==> src/rtl/jpeg_rle_pkg.sv <==
// Shared types and helpers for the JPEG zero-run-length / size-category encoder.
package jpeg_rle_pkg;

    localparam int unsigned RUN_W    = 4;
    localparam int unsigned ZRL_RUN  = 15;
    localparam int unsigned MAG_W    = 33;
    localparam int unsigned LEN_W    = 6;

    typedef enum logic [1:0] {
        ACCEPT,
        EMIT_ZRL,
        EMIT_SYM,
        EMIT_EOB
    } rle_state_t;

    // size/amp travel beside this header at the instance's own COEF_W/SIZE_W
    typedef struct packed {
        logic [RUN_W-1:0] run;
        logic             dc;
        logic             eob;
        logic             zrl;
        logic             blk_end;
    } rle_sym_t;

    function automatic logic [LEN_W-1:0] size_cat(input logic [MAG_W-1:0] mag);
        logic [LEN_W-1:0] len;
        len = '0;
        for (int unsigned i = 0; i < MAG_W; i++) begin
            if (mag[i]) len = LEN_W'(i + 1);
        end
        return len;
    endfunction

endpackage

==> src/rtl/jpeg_size_cat.sv <==
// Combinational JPEG size category and amplitude bits for one signed coefficient.
module jpeg_size_cat
    import jpeg_rle_pkg::*;
#(
    parameter int COEF_W = 12,
    parameter int SIZE_W = 4
) (
    input  logic signed [COEF_W-1:0] coef,
    output logic        [SIZE_W-1:0] size,
    output logic        [COEF_W-1:0] amp
);

    logic signed [COEF_W:0]   wide;
    logic        [COEF_W:0]   mag;
    logic        [COEF_W-1:0] raw;
    logic        [LEN_W-1:0]  len;

    always_comb begin
        wide = {coef[COEF_W-1], coef};
        mag  = coef[COEF_W-1] ? -wide : wide;
        // the most-negative value wraps to 0111..1, which is exactly its masked amplitude
        raw  = coef[COEF_W-1] ? coef - COEF_W'(1) : coef;
        len  = size_cat(MAG_W'(mag));
        size = SIZE_W'(len);
        amp  = '0;
        for (int unsigned i = 0; i < COEF_W; i++) begin
            amp[i] = raw[i] & (i < 32'(len));
        end
    end

endmodule

==> src/rtl/jpeg_rle_encoder.sv <==
// Streaming zero-run / size-category encoder for zigzag JPEG blocks with deferred ZRL and EOB.
// Optional per-block symbol statistics are enabled by defining JPEG_RLE_STATS_EN.
module jpeg_rle_encoder
    import jpeg_rle_pkg::*;
#(
    parameter int COEF_W    = 12,
    parameter int BLOCK_LEN = 64,
    parameter int SIZE_W    = 4
) (
    input  logic                     clk,
    input  logic                     rst,
    input  logic                     in_valid,
    output logic                     in_ready,
    input  logic signed [COEF_W-1:0] in_coef,
    output logic                     out_valid,
    input  logic                     out_ready,
    output logic        [RUN_W-1:0]  out_run,
    output logic        [SIZE_W-1:0] out_size,
    output logic        [COEF_W-1:0] out_amp,
    output logic                     out_dc,
    output logic                     out_eob,
    output logic                     out_zrl,
`ifdef JPEG_RLE_STATS_EN
    output logic        [6:0]        stat_syms,
    output logic        [2:0]        stat_zrls,
`endif
    output logic                     out_blk_end
);

    localparam int               IDX_W      = (BLOCK_LEN > 1) ? $clog2(BLOCK_LEN) : 1;
    localparam int               ZC_W       = $clog2(BLOCK_LEN + 1);
    localparam logic [IDX_W-1:0] LAST_IDX   = IDX_W'(BLOCK_LEN - 1);
    localparam logic             LAST_IS_DC = (BLOCK_LEN == 1);

    rle_state_t        state;
    logic [IDX_W-1:0]  idx;
    logic [ZC_W-1:0]   zcnt;
    logic [SIZE_W-1:0] cur_size, pend_size, sym_size;
    logic [COEF_W-1:0] cur_amp, pend_amp, sym_amp;
    logic              pend_last;
    rle_sym_t          sym_hdr;
    logic              sym_valid;
    logic              slot_free, in_fire, is_last;

    function automatic rle_sym_t hdr(input logic [RUN_W-1:0] run, input logic dc,
                                     input logic eob, input logic zrl, input logic blk_end);
        rle_sym_t s;
        s.run     = run;
        s.dc      = dc;
        s.eob     = eob;
        s.zrl     = zrl;
        s.blk_end = blk_end;
        return s;
    endfunction

    jpeg_size_cat #(
        .COEF_W(COEF_W),
        .SIZE_W(SIZE_W)
    ) u_size_cat (
        .coef(in_coef),
        .size(cur_size),
        .amp (cur_amp)
    );

    always_comb begin
        slot_free = !sym_valid || out_ready;
        in_ready  = !rst && (state == ACCEPT) && slot_free;
        in_fire   = in_valid && in_ready;
        is_last   = (idx == LAST_IDX);
    end

    always_ff @(posedge clk) begin
        if (rst) begin
            state     <= ACCEPT;
            idx       <= '0;
            zcnt      <= '0;
            pend_size <= '0;
            pend_amp  <= '0;
            pend_last <= 1'b0;
            sym_hdr   <= '0;
            sym_size  <= '0;
            sym_amp   <= '0;
            sym_valid <= 1'b0;
        end else begin
            if (sym_valid && out_ready) sym_valid <= 1'b0;
            unique case (state)
                ACCEPT: if (in_fire) begin
                    idx <= is_last ? '0 : idx + IDX_W'(1);
                    if (idx == '0) begin
                        sym_hdr   <= hdr('0, 1'b1, 1'b0, 1'b0, LAST_IS_DC);
                        sym_size  <= cur_size;
                        sym_amp   <= cur_amp;
                        sym_valid <= 1'b1;
                        zcnt      <= '0;
                    end else if (in_coef == '0) begin
                        if (is_last) begin
                            state <= EMIT_EOB;
                            zcnt  <= '0;
                        end else begin
                            zcnt <= zcnt + ZC_W'(1);
                        end
                    end else if (32'(zcnt) < 16) begin
                        sym_hdr   <= hdr(RUN_W'(zcnt), 1'b0, 1'b0, 1'b0, is_last);
                        sym_size  <= cur_size;
                        sym_amp   <= cur_amp;
                        sym_valid <= 1'b1;
                        zcnt      <= '0;
                    end else begin
                        pend_size <= cur_size;
                        pend_amp  <= cur_amp;
                        pend_last <= is_last;
                        state     <= EMIT_ZRL;
                    end
                end
                EMIT_ZRL: if (slot_free) begin
                    sym_hdr   <= hdr(RUN_W'(ZRL_RUN), 1'b0, 1'b0, 1'b1, 1'b0);
                    sym_size  <= '0;
                    sym_amp   <= '0;
                    sym_valid <= 1'b1;
                    zcnt      <= zcnt - ZC_W'(16);
                    if (32'(zcnt) < 32) state <= EMIT_SYM;
                end
                EMIT_SYM: if (slot_free) begin
                    sym_hdr   <= hdr(RUN_W'(zcnt), 1'b0, 1'b0, 1'b0, pend_last);
                    sym_size  <= pend_size;
                    sym_amp   <= pend_amp;
                    sym_valid <= 1'b1;
                    zcnt      <= '0;
                    state     <= ACCEPT;
                end
                EMIT_EOB: if (slot_free) begin
                    sym_hdr   <= hdr('0, 1'b0, 1'b1, 1'b0, 1'b1);
                    sym_size  <= '0;
                    sym_amp   <= '0;
                    sym_valid <= 1'b1;
                    state     <= ACCEPT;
                end
            endcase
        end
    end

    always_comb begin
        out_valid   = sym_valid;
        out_run     = sym_hdr.run;
        out_size    = sym_size;
        out_amp     = sym_amp;
        out_dc      = sym_hdr.dc;
        out_eob     = sym_hdr.eob;
        out_zrl     = sym_hdr.zrl;
        out_blk_end = sym_hdr.blk_end;
    end

`ifdef JPEG_RLE_STATS_EN
    logic [6:0] cnt_syms;
    logic [2:0] cnt_zrls;

    always_ff @(posedge clk) begin
        if (rst) begin
            cnt_syms  <= '0;
            cnt_zrls  <= '0;
            stat_syms <= '0;
            stat_zrls <= '0;
        end else if (sym_valid && out_ready) begin
            if (sym_hdr.blk_end) begin
                stat_syms <= cnt_syms + 7'd1;
                stat_zrls <= cnt_zrls + 3'(sym_hdr.zrl);
                cnt_syms  <= '0;
                cnt_zrls  <= '0;
            end else begin
                cnt_syms <= cnt_syms + 7'd1;
                cnt_zrls <= cnt_zrls + 3'(sym_hdr.zrl);
            end
        end
    end
`endif

endmodule
==> config.mk <==
export PLATFORM = sky130hd
export DESIGN_NAME = jpeg_rle_encoder
export DESIGN_NICKNAME = d
export VERILOG_FILES = /design/src/rtl/jpeg_rle_pkg.sv /design/src/rtl/jpeg_size_cat.sv /design/src/rtl/jpeg_rle_encoder.sv
export SDC_FILE = /design/constraint.sdc
export NUM_CORES = 1
export LEC_CHECK = 0
export ABC_AREA = 0
export CORE_MARGIN = 2
export CORE_UTILIZATION = 40
export DETAILED_ROUTE_END_ITERATION = 6
export RECOVER_POWER = 50
export SLEW_MARGIN = 10
export SYNTH_ARGS = -nofsm -noshare
export SYNTH_HDL_FRONTEND = slang
export SYNTH_SLANG_ARGS = --single-unit
==> constraint.sdc <==
create_clock -name clk -period 4.1 [get_ports clk]
set_input_delay 0.41 -clock clk [delete_from_list [all_inputs] [get_ports clk]]
set_output_delay 0.41 -clock clk [all_outputs]
set_load 0.05 [all_outputs]
==> impl_results.md <==
- Outcome: complete, no violations
- Clock root cell: clkbuf_8
- Worst slew pin tran: ~1100 ps
- CP Class: in -> reg
- Core Area: between 8000 and 9000 um2
- Critical Path Slowest Stage Cell: dlygate4sd3_1
- ANT nets after route: 0
- Global route total overflow: 0
- Synth Net Count: 502
- Mapped Cells: ~470
- Maximum vdd drop: 118 uV
- Area contributors post-synth: dfxtp_1, a21oi_1, nand2_1
- RSZ-0062 raised after global routing: no
- M2 GR Usage: approximately a third
- DR vias/cell: between 5 and 6
- Area delta synth->final: 19.0%
- Synth unique cells: between 60 and 70
- Routed len/inst: between 15 and 20 um
- Fraction of layout cells with a size suffix above 1: 7.75%
- Clk_lat worst skew: 340 ps
- Synth Register Bits: 57
- Clk buf depth: 2
- Final-report hold violation count: 0
- Sequential fraction of the synthesis area: a little under a third
- CTS Hold Buffers Added: 0
- Tmin final: roughly 3500 ps
- Final Max Slew Viols: 0
- Ys async rst share: 0%
- Post-CTS Repair Setup Buffers: 0
- Crit-path cells: dlygate4sd3_1 > inv_1 > ha_1 > or3b_2 > o211a_1 > a2111oi_0 > nor3b_2 > a21oi_2 > a32oi_1 > a211oi_1
- TNS Setup: 0 ps
- Gr usage total: 20.4%
- Number of cell rows: 34
- Post-synth EDFFs: 0
- H-tree level count: 3
- Hold crit path type: reg -> reg
- Largest stage delay, worst path: between 600 and 700 ps
- PD cells: 338 nW/um2
- Critical Path AT: about 3600 ps
- Chip Width: between 90 and 100 um
- Global Route met1 Usage: a little over a quarter
- Leakage: about 1.5 nW
- Initial Util: between 40% and 50%
- Fmax: about 290 MHz
- Die area: 9840 um2
- Cell Area, Synth: about 3600 um2
- Clock sink count: between 50 and 60
- CP Launch Type: input port
- CP Buf/Inv Count: 2
- Synth warnings: 0
- Clock Skew: 11.7 ps
- Synth top area share: 31.5%
- Top_reg_cell synth: dfxtp_1
- Syn Area/Cell: 7.64 um2
- Largest net degree at the start of global routing: just under 60
- DPL Wire Length: about 7.0 mm
- Crit path max-delay family: compound AO/OA/AOI/OAI gates
- # IOs: between 40 and 50
- CTS resizes: 0
- Final Setup Violations: 0
- Worst setup margin: about 640 ps
- Number of I/O port buffers: 41
- First-pass GRT wire length: 16.4 mm
- Antenna fix cells: 0
- Yosys top cell by area: dfxtp_1
- CP max FO: 9
- Clock transition at path regs: approximately 60 ps
- CTS buffer count: 9
- Total of max-cap violations: 0
- Pre-antenna DRT Iters: 4
- DRC: 0
- Req. time, crit path: between 4000 and 5000 ps
- Relative slew margins: ~29%
- Tcrit/Tclk final: between 80 and 90%
- Chip height: 99.2 um
- Setup crit end kind: flip-flop
- Final nets: between 500 and 600
- Initial DRC Count: a little over 200
- Busiest layer in global routing: met2
- WL final: slightly below 10 mm
- Setup WS pre-CTS: about 400 ps
- Gpl congestion: 0.872
- CTS tree: built
- Vias in the first global route: 3,344
- Initial antenna violation count: 0
- M3 GR Usage: ~2.8%
- Vias: 3,575
## logic make-up after synthesis
family / count (synthesis) / synth area share (%)
compound gates: 139 / 26.8
mux: 3 / 0.829
xor+xnor: 16 / 3.87
flops: 57 / 31.5
simple gates: 197 / 27.4
fa+ha+maj: 12 / 4.14
buf+inv: 50 / 5.42
## report_power, final
part | switching (mW) | internal (mW) | leakage, nW
Sequential | 0.00937 | 0.570 | 0.463
Clock | 0.222 | 0.389 | 0.116
Combinational | 0.176 | 0.0913 | 0.955
## through the flow
| stage | std cells | hold slack (ps) | utilization [%] | total power [mW] | area (um2) |
|---|---|---|---|---|---|
| after floorplan | 474 | 432 | - | 0.781 | 3620 |
| after global placement | 596 | 439 | 46.8 | 0.864 | 4100 |
| after detailed placement | 596 | 449 | 46.8 | 0.866 | 4100 |
| after CTS | 611 | 458 | 49.4 | 1.48 | 4330 |
| after global routing | 611 | 479 | 49.2 | 1.52 | 4310 |
| final | 611 | 455 | 49.2 | 1.46 | 4310 |
## tightest hold or removal path, cell delays in order, from the launching register on
cell	delay, ps
dfxtp_1	310
nand2_1	50
a21oi_1	50
## cell usage after synthesis (2+ instances only)
master and count:
a21o_1 4, and2_1 3, o211ai_1 4, mux2i_1 3, a221oi_1 6, o41ai_1 2
nor3b_1 5, o21ai_0 14, a211o_1 4, clkbuf_1 27, o21a_1 2, ha_1 12
o21bai_1 3, a211oi_1 18, xnor2_1 10, or2_2 2, o31ai_1 3, and3_1 2
o32ai_1 3, nand4_1 7, inv_1 13, or4_1 5, dfxtp_1 57, or3_1 4
a21bo_2 2, nand3_1 18, xor2_1 6, nor2b_1 6, nor3_1 23, buf_1 3
a311oi_1 3, nand3b_1 5, a21oi_1 43, nor4_1 4, a31oi_1 6, o22ai_1 2
buf_2 6, nor2_1 50, nand2_1 50, nand2b_1 3, a32oi_1 4
## cell usage in the layout, fill, tap and decap left out, types with 14 or more instances in the layout
cell type / count
a211oi_1: 18
a21oi_1: 42
dfxtp_1: 57
dlygate4sd3_1: 27
nand2_1: 50
nand3_1: 18
nor2_1: 50
nor3_1: 23
o21ai_0: 14
## routing by layer
metal,routed length [um],vias to the layer above
met3,341,12
li1,-,1784
met1,4570,1700
met4,144,0
met5,0,-
met2,4750,79
## final timing paths
path,slack [ps],cells after the start,end,from
min,450,2,pend_amp[0]$_SDFFE_PP0P_,pend_amp[0]$_SDFFE_PP0P_
max,640,10,out_size[0]$_SDFFE_PP0P_,in_coef[0]
max reg2reg,950,10,out_size[3]$_SDFFE_PP0P_,state[0]$_SDFFE_PP0P_
min reg2reg,450,2,pend_amp[0]$_SDFFE_PP0P_,pend_amp[0]$_SDFFE_PP0P_
## registers in the layout (all words and copies together) (netlist names), 2 cells and up
register   cells
pend_amp      12
zcnt           7
out_size       4
pend_size      4
idx            6
out_amp       12
out_run        4
state          2
## final cells by class
type                       count  area [um2]
fill                         892        4450
multi-input combinational    367        2280
sequential                    57        1140
timing repair buffer          51         473
clock buffer                  13         169
tap                          108         135
clock inverter                 2        60.1
inverter                      13        48.8
Note: power is estimated with default switching activity, not from simulation.
